## src/rtl/hazard_pkg.sv

```systemverilog
// hazard_pkg: opcode map, decode helpers and default load latency for the hazard scoreboard
package hazard_pkg;
  localparam int unsigned DEF_LOAD_LAT = 1;
  localparam logic [3:0] OP_MOV  = 4'h1;
  localparam logic [3:0] OP_ADD  = 4'h2;
  localparam logic [3:0] OP_SUB  = 4'h3;
  localparam logic [3:0] OP_AND  = 4'h4;
  localparam logic [3:0] OP_OR   = 4'h5;
  localparam logic [3:0] OP_XOR  = 4'h6;
  localparam logic [3:0] OP_NOT  = 4'h7;
  localparam logic [3:0] OP_LDD  = 4'h8;
  localparam logic [3:0] OP_LDI  = 4'h9;
  localparam logic [3:0] OP_STD  = 4'hA;
  localparam logic [3:0] OP_PUSH = 4'hB;
  localparam logic [3:0] OP_POP  = 4'hC;
  localparam logic [3:0] OP_JMP  = 4'hD;
  localparam logic [3:0] OP_STI  = 4'hE;
  function automatic logic f_uses_ra(input logic [3:0] op);
    return op inside {OP_MOV, OP_ADD, OP_SUB, OP_AND, OP_OR, OP_XOR, OP_NOT,
                      OP_LDI, OP_STD, OP_PUSH, OP_STI};
  endfunction
  function automatic logic f_uses_rb(input logic [3:0] op);
    return op inside {OP_ADD, OP_SUB, OP_AND, OP_OR, OP_XOR, OP_STI};
  endfunction
  function automatic logic f_is_load(input logic [3:0] op);
    return op inside {OP_LDD, OP_LDI, OP_POP};
  endfunction
endpackage

```

## src/rtl/hazard_sb_entry.sv

```systemverilog
// hazard_sb_entry: one register's load countdown; set wins, then hold, then decrement to zero
module hazard_sb_entry #(
  parameter int unsigned LOAD_LAT = 1,
  parameter int unsigned CNT_W    = 1
) (
  input  logic clk,
  input  logic rst,
  input  logic set_i,
  input  logic hold_i,
  input  logic dec_i,
  output logic busy_o
);
  logic [CNT_W-1:0] cnt_q, cnt_d;
  always_comb cnt_d = set_i ? CNT_W'(LOAD_LAT) :
                      (dec_i && !hold_i && cnt_q != '0) ? cnt_q - 1'b1 : cnt_q;
  always_ff @(posedge clk or posedge rst)
    if (rst) cnt_q <= '0;
    else cnt_q <= cnt_d;
  assign busy_o = cnt_q != '0;
endmodule

```

## src/rtl/hazard_scoreboard.sv

```systemverilog
// hazard_scoreboard: per-register load-use countdown scoreboard driving PC / IF/ID / ID/EX stall control
// Optional HAZ_PERF_CNT_EN adds bubble_count and max_stall performance outputs.
module hazard_scoreboard
  import hazard_pkg::*;
#(
  parameter int unsigned NUM_REGS  = 4,
  parameter int unsigned REG_IDX_W = $clog2(NUM_REGS),
  parameter int unsigned LOAD_LAT  = DEF_LOAD_LAT
) (
  input  logic                 clk,
  input  logic                 rst,
  input  logic                 id_valid,
  input  logic                 id_kill,
  input  logic [REG_IDX_W-1:0] id_ra,
  input  logic [REG_IDX_W-1:0] id_rb,
  input  logic                 id_uses_ra,
  input  logic                 id_uses_rb,
  input  logic                 id_is_load,
  input  logic [REG_IDX_W-1:0] id_rd,
  input  logic                 mem_wait,
  output logic                 pc_stall,
  output logic                 if_id_stall,
  output logic                 id_ex_flush,
  output logic [NUM_REGS-1:0]  pending_mask
`ifdef HAZ_PERF_CNT_EN
  ,
  output logic [15:0]          bubble_count,
  output logic [3:0]           max_stall
`endif
);
  localparam int unsigned CNT_W = $clog2(LOAD_LAT + 1);
  logic live, hazard, issue;
  assign live   = id_valid && !id_kill;
  assign hazard = live && ((id_uses_ra && pending_mask[id_ra]) ||
                           (id_uses_rb && pending_mask[id_rb]));
  assign issue  = live && !hazard && !mem_wait;
  assign pc_stall    = hazard;
  assign if_id_stall = hazard;
  // While mem_wait freezes ID/EX the memory-stall path already holds it, so no bubble.
  assign id_ex_flush = hazard && !mem_wait;
  for (genvar i = 0; i < NUM_REGS; i++) begin : g_ent
    hazard_sb_entry #(.LOAD_LAT(LOAD_LAT), .CNT_W(CNT_W)) u_ent (
      .clk    (clk),
      .rst    (rst),
      .set_i  (issue && id_is_load && id_rd == REG_IDX_W'(i)),
      .hold_i (mem_wait),
      .dec_i  (!mem_wait),
      .busy_o (pending_mask[i])
    );
  end
`ifdef HAZ_PERF_CNT_EN
  logic [15:0] bubble_q, bubble_d;
  logic [3:0]  run_q, run_d, max_q, max_d;
  always_comb begin
    bubble_d = (id_ex_flush && bubble_q != 16'hFFFF) ? bubble_q + 16'd1 : bubble_q;
    run_d    = !hazard ? 4'd0 : (run_q == 4'hF) ? run_q : run_q + 4'd1;
    max_d    = (run_d > max_q) ? run_d : max_q;
  end
  always_ff @(posedge clk or posedge rst)
    if (rst) begin
      bubble_q <= '0;
      run_q    <= '0;
      max_q    <= '0;
    end else begin
      bubble_q <= bubble_d;
      run_q    <= run_d;
      max_q    <= max_d;
    end
  assign bubble_count = bubble_q;
  assign max_stall    = max_q;
`endif
endmodule

```

## config.mk

```make
export PLATFORM = sky130hd
export DESIGN_NAME = hazard_scoreboard
export DESIGN_NICKNAME = d
export VERILOG_FILES = /design/src/rtl/hazard_pkg.sv /design/src/rtl/hazard_sb_entry.sv /design/src/rtl/hazard_scoreboard.sv
export SDC_FILE = /design/constraint.sdc
export NUM_CORES = 1
export LEC_CHECK = 0
export ABC_AREA = 0
export CORE_AREA = 2 2 39 41
export CTS_CLUSTER_DIAMETER = 30
export CTS_CLUSTER_SIZE = 40
export DETAILED_ROUTE_END_ITERATION = 8
export DIE_AREA = 0 0 41 43
export SLEW_MARGIN = 20
export SYNTH_ARGS = -nofsm -noshare
export SYNTH_HDL_FRONTEND = slang
export SYNTH_SLANG_ARGS = --single-unit
```

## constraint.sdc

```tcl
create_clock -name clk -period 1.7 [get_ports clk]
set_input_delay 0.17 -clock clk [delete_from_list [all_inputs] [get_ports clk]]
set_output_delay 0.17 -clock clk [all_outputs]
set_load 0.02 [all_outputs]
```

[Word level (Yosys, flattened, before mapping)]
Index checks and enable logic that the tools add are counted.
Operators by class
  add/subtract/negate cells: 4
  order comparisons: 2
  equality and inequality tests: 3
  multiplexer cells: 12
  reduce and logical (&&, ||, !) cells: 25
Operators with widths (count)
  1-bit logical AND: 16
  1-bit two-way mux: 10
  2-bit nonzero test: 4
  2-bit by 3-bit less-than comparator with 1-bit output (second input constant): 2
  1-bit binary-select mux with 2-bit select: 2
  2-bit equality test (second input constant): 2
  1-bit subtractor (second input constant): 4
  1-bit logical NOT: 3
  2-bit by 1-bit equality test with 1-bit output (second input constant): 1
  2-bit logical NOT: 1
  1-bit logical OR: 1
Word-level totals
  register bits after elaboration: 4
  bits of input ports: 14
  output and inout bits: 7
  word-level logic and storage cells: 50

[Logic depth before layout (Yosys ltp)]
  depth in word-level cells: 11
  mapped depth: 5

[Modules after synthesis]
From an unflattened synthesis, not the netlist that was laid out.
Unflattened totals
  cells, all modules: 41
  area, all modules: 359.1 µm²
By module, submodules not included
  hazard_scoreboard: instances 1, cells each 25, area an instance 188.9 µm², seq. area each 0.0 µm²
  hazard_sb_entry: instances 4, cells each 4, area an instance 42.5 µm², seq. area each 25.0 µm²

[Worst setup path after synthesis]
No wires, ideal clock.
  kind: register to output
  start point: reg g_ent[1].u_ent.cnt_q
  end point: out pc_stall
  arrival: 1.450 ns
  required time: 1.530 ns
  setup slack: 0.080 ns
  cell stages (with the launch flop): 5
  buffers on the path: 1
  cells stage by stage: dfrtp_1 > mux2_4 > a311oi_2 > nor2_1 > buf_4
Between the ends
  cells in the longest elaborated chain, start to end: 5
Ends and longest elaborated chain
  start, declared: RTL line hazard_sb_entry.sv:13  | logic [CNT_W-1:0] cnt_q, cnt_d;
  start signal, assigned: RTL line hazard_sb_entry.sv:18  | else cnt_q <= cnt_d;
  1-bit binary-select mux with 2-bit select, on equally long branches: RTL line hazard_scoreboard.sv:34, hazard_scoreboard.sv:35
  1-bit two-way mux, on equally long branches: RTL line hazard_scoreboard.sv:34, hazard_scoreboard.sv:35
  1-bit logical AND, on equally long branches: RTL line hazard_scoreboard.sv:34, hazard_scoreboard.sv:35
  1-bit logical OR *: RTL line hazard_scoreboard.sv:34  | assign hazard = live && ((id_uses_ra && pending_mask[id_ra]) ||
  1-bit logical AND *: RTL line hazard_scoreboard.sv:34
  end, declared: RTL line hazard_scoreboard.sv:21  | output logic pc_stall,
Mark *: on every way between the ends. The rest lies on a longest branch, timed or not. The select of a mux whose other input is x is not followed.

[Worst setup path after layout]
  start point: reg g_ent[3].u_ent.cnt_q
  end point: out id_ex_flush
Between the ends
  cells in the longest elaborated chain, start to end: 6
Ends and longest elaborated chain
  start, declared: RTL line hazard_sb_entry.sv:13
  start signal, assigned: RTL line hazard_sb_entry.sv:18
  1-bit binary-select mux with 2-bit select, on equally long branches: RTL line hazard_scoreboard.sv:34, hazard_scoreboard.sv:35
  1-bit two-way mux, on equally long branches: RTL line hazard_scoreboard.sv:34, hazard_scoreboard.sv:35
  1-bit logical AND, on equally long branches: RTL line hazard_scoreboard.sv:34, hazard_scoreboard.sv:35
  1-bit logical OR *: RTL line hazard_scoreboard.sv:34
  1-bit logical AND *: RTL line hazard_scoreboard.sv:34
  1-bit logical AND *: RTL line hazard_scoreboard.sv:40  | assign id_ex_flush = hazard && !mem_wait;
  end, declared: RTL line hazard_scoreboard.sv:23  | output logic id_ex_flush,
Marked as above.

==> impl_metrics.tcl <==
set metrics [dict create \
    area_growth_syn_to_layout_pct 89.6 \
    largest_register_ffs 4 \
    finalHoldViolCount 0 \
    place_area_sq_um 557 \
    netlist_top_cells_area "dfrtp_1, buf_4, a32o_1, mux2i_1, a311oi_2" \
    cts.clk_slew.worst_paths_ns 0.04 \
    slew_headroom 0.808 \
    drtIter0Drc 1 \
    cp-end-kind "primary output" \
    dp_slack_ns -0.471 \
    cts_buffer_depth 2 \
    synth.most_common_cell "buf_4" \
    fin_crit_sh 0.970 \
    grt_pass1_vias 313 \
    grt_pass1_wl_mm 1.13 \
    antenna_cells 0 \
    critPathLaunch "g_ent[3].u_ent.busy_o$_DFFE_PP0P_" \
    fin_setup_tns_ns 0 \
    io_buffers 20 \
    synth.yosys.warnings 0 \
    grt-ovfl-total 0 \
    syn_inst 32 \
    nets 75 \
    fill_cells 149 \
    crit_path_end "id_ex_flush" \
    crit_fanout 4 \
    cts_tree "built" \
    drc 0 \
    synth_top_cell_area_share 0.319 \
    synth-edff-count 0 \
    hold_path.class "input port to asynchronous set/reset pin" \
    die_area_sq_mm 0.00176 \
    drive_above_1_share 0.339 \
    critPathKind "flip-flop to primary output" \
    grt_max_degree 6 \
    place_inst 71 \
    grtUsageTotal 0.0971 \
    rows 14 \
    fin_skew_ns 0.00441 \
    fin_crit_ns 1.65 \
    wire_per_inst_um 10.3 \
    dp_hpwl_um 604 \
    setup_viol 0 \
    fin_cells 75 \
    ff2ff_path_depth 6 \
    cts-buffers-inserted 3 \
    synth_common_cells "buf_4, dfrtp_1, a32o_1, mux2i_1, nor2_1" \
    power_frac_seq 0.341 \
    slew_viol_final 0 \
    dieWidth_um 41 \
    synth.distinct_cells 16 \
    finalInstanceArea_sq_um 596 \
    rrSetupSlack_ns 0.21 \
    avgSynthCellArea_sq_um 9.81 \
    htree_levels 1 \
    core_area_sq_mm 0.00138 \
    cp.required_ns 1.53 \
    p_sw_uw 68.6 \
    io_pins 21 \
    yosysTopAreaCell "dfrtp_1" \
    synth_nets 46 \
    gp_congestion 0.750 \
    antenna_found_initial 0 \
    initial_core_util 0.227 \
    fin_ws_ns 0.0506 \
    via_per_inst 4.48 \
    root_buffer "clkbuf_4" \
    fp.dieH_um 43 \
    routed_wirelength_um 772 \
    first_pass_iters 2 \
    cts.sinks 4 \
    ant_nets 0 \
    p_per_area_mw_per_mm2 491 \
    rsz0062_at_grt "yes" \
    leakagePower_nw 0.274 \
    async_reset_ff_frac 1.00 \
    ys_seq_elements 4 \
    ys_seq_area_frac 0.319 \
    ir_worst_vdd_uv 229 \
    drv_cap 0 \
    comb_power_share 0.256 \
    arrival_ns 1.48 \
    via_count 336 \
    pwr-share-clk 0.403 \
    tightestPinTransition_ns 0.288 \
    intPower_uw 224 \
    reg2reg_from "g_ent[3].u_ent.busy_o$_DFFE_PP0P_" \
    status "complete, no violations" \
    r2r-end "g_ent[2].u_ent.busy_o$_DFFE_PP0P_" \
    clock_latency_ns 0.24 \
    worstSetupStartpointType "flip-flop" \
    fmax_mhz 606 \
    synth_flop_cell "dfrtp_1" \
    final_util 0.430 \
    netlist_area_sq_um 314 \
    p_sw_frac 0.234 \
]
==> layer usage <==
metal	up-vias	share of wire	global-route usage	wire length (um)
li1	170	-	-	-
met1	149	0.42	0.0987	327
met2	15	0.48	0.169	369
met3	2	0.065	0	50
met4	0	0.031	0.0800	24
met5	-	0	0	0
==> worst max-delay path, cell delays in order, from the launching register on <==
cell      delay (ns)
dfrtp_1         0.40
mux2i_1         0.20
o32ai_2         0.12
a311oi_4        0.27
nor3_1          0.08
buf_2           0.16
==> timing repair <==
item,4_1_cts,5_1_grt
buffers inserted,1,0
hold buffers,0,0
gates resized for setup,18,1
setup endpoints to repair,3,2
pin swaps,2,0
==> placed cells by master (no fill, tap or decap) <==
cell,n
a22o_1,1
a311oi_4,1
a32o_1,3
and3_1,1
and4b_1,1
buf_2,3
buf_4,9
clkbuf_4,3
clkdlybuf4s50_1,15
dfrtp_1,4
dlygate4sd2_1,2
inv_1,2
mux2_4,1
mux2i_1,3
nand2_1,2
nand2b_1,1
nor2_1,2
nor2_2,1
nor3_1,1
nor3b_1,1
nor3b_2,1
o32ai_2,1
==> kinds of logic after synthesis <==
kind of cell           synth area share
and+or+nand+nor                   0.195
buffers and inverters             0.143
AOI/OAI and AO/OA                 0.199
muxes                             0.143
DFF                               0.319
==> power by group through the flow <==
stage / clock network, mW / logic, mW / registers, mW
floorplan: 0 / 0.0227 / 0.101
CTS: 0.124 / 0.0746 / 0.0997
global route: 0.127 / 0.0805 / 0.0999
detailed placement: 0 / 0.0719 / 0.101
finish: 0.118 / 0.0748 / 0.0997
global placement: 0 / 0.0720 / 0.101
==> worst min-delay path by stage <==
stage,start,end,slack [ns],cells after the start
floorplan,rst,g_ent[0].u_ent.busy_o$_DFFE_PP0P_,-0.06,1
detailed placement,rst,g_ent[2].u_ent.busy_o$_DFFE_PP0P_,0.37,2
finish,rst,g_ent[0].u_ent.busy_o$_DFFE_PP0P_,0.11,2
CTS,rst,g_ent[0].u_ent.busy_o$_DFFE_PP0P_,0.11,2
global route,rst,g_ent[0].u_ent.busy_o$_DFFE_PP0P_,0.12,2
global placement,rst,g_ent[1].u_ent.busy_o$_DFFE_PP0P_,0.36,2
==> through the flow <==
stage | total power [mW] | hold slack [ns]
after floorplan | 0.123 | -0.0639
after global placement | 0.173 | 0.359
after detailed placement | 0.173 | 0.365
after CTS | 0.298 | 0.112
after global routing | 0.308 | 0.122
final | 0.293 | 0.111
==> area by class of cell <==
type | instances | area [sq um] | share of cell area
repair buffers | 29 | 250 | 0.420
multi-input cells | 21 | 195 | 0.328
flip-flops and latches | 4 | 100 | 0.168
clock buffers | 3 | 22.5 | 0.0378
well taps | 16 | 20.0 | 0.0336
inverters | 2 | 7.51 | 0.0126
Power figures use the tool's default switching activity.
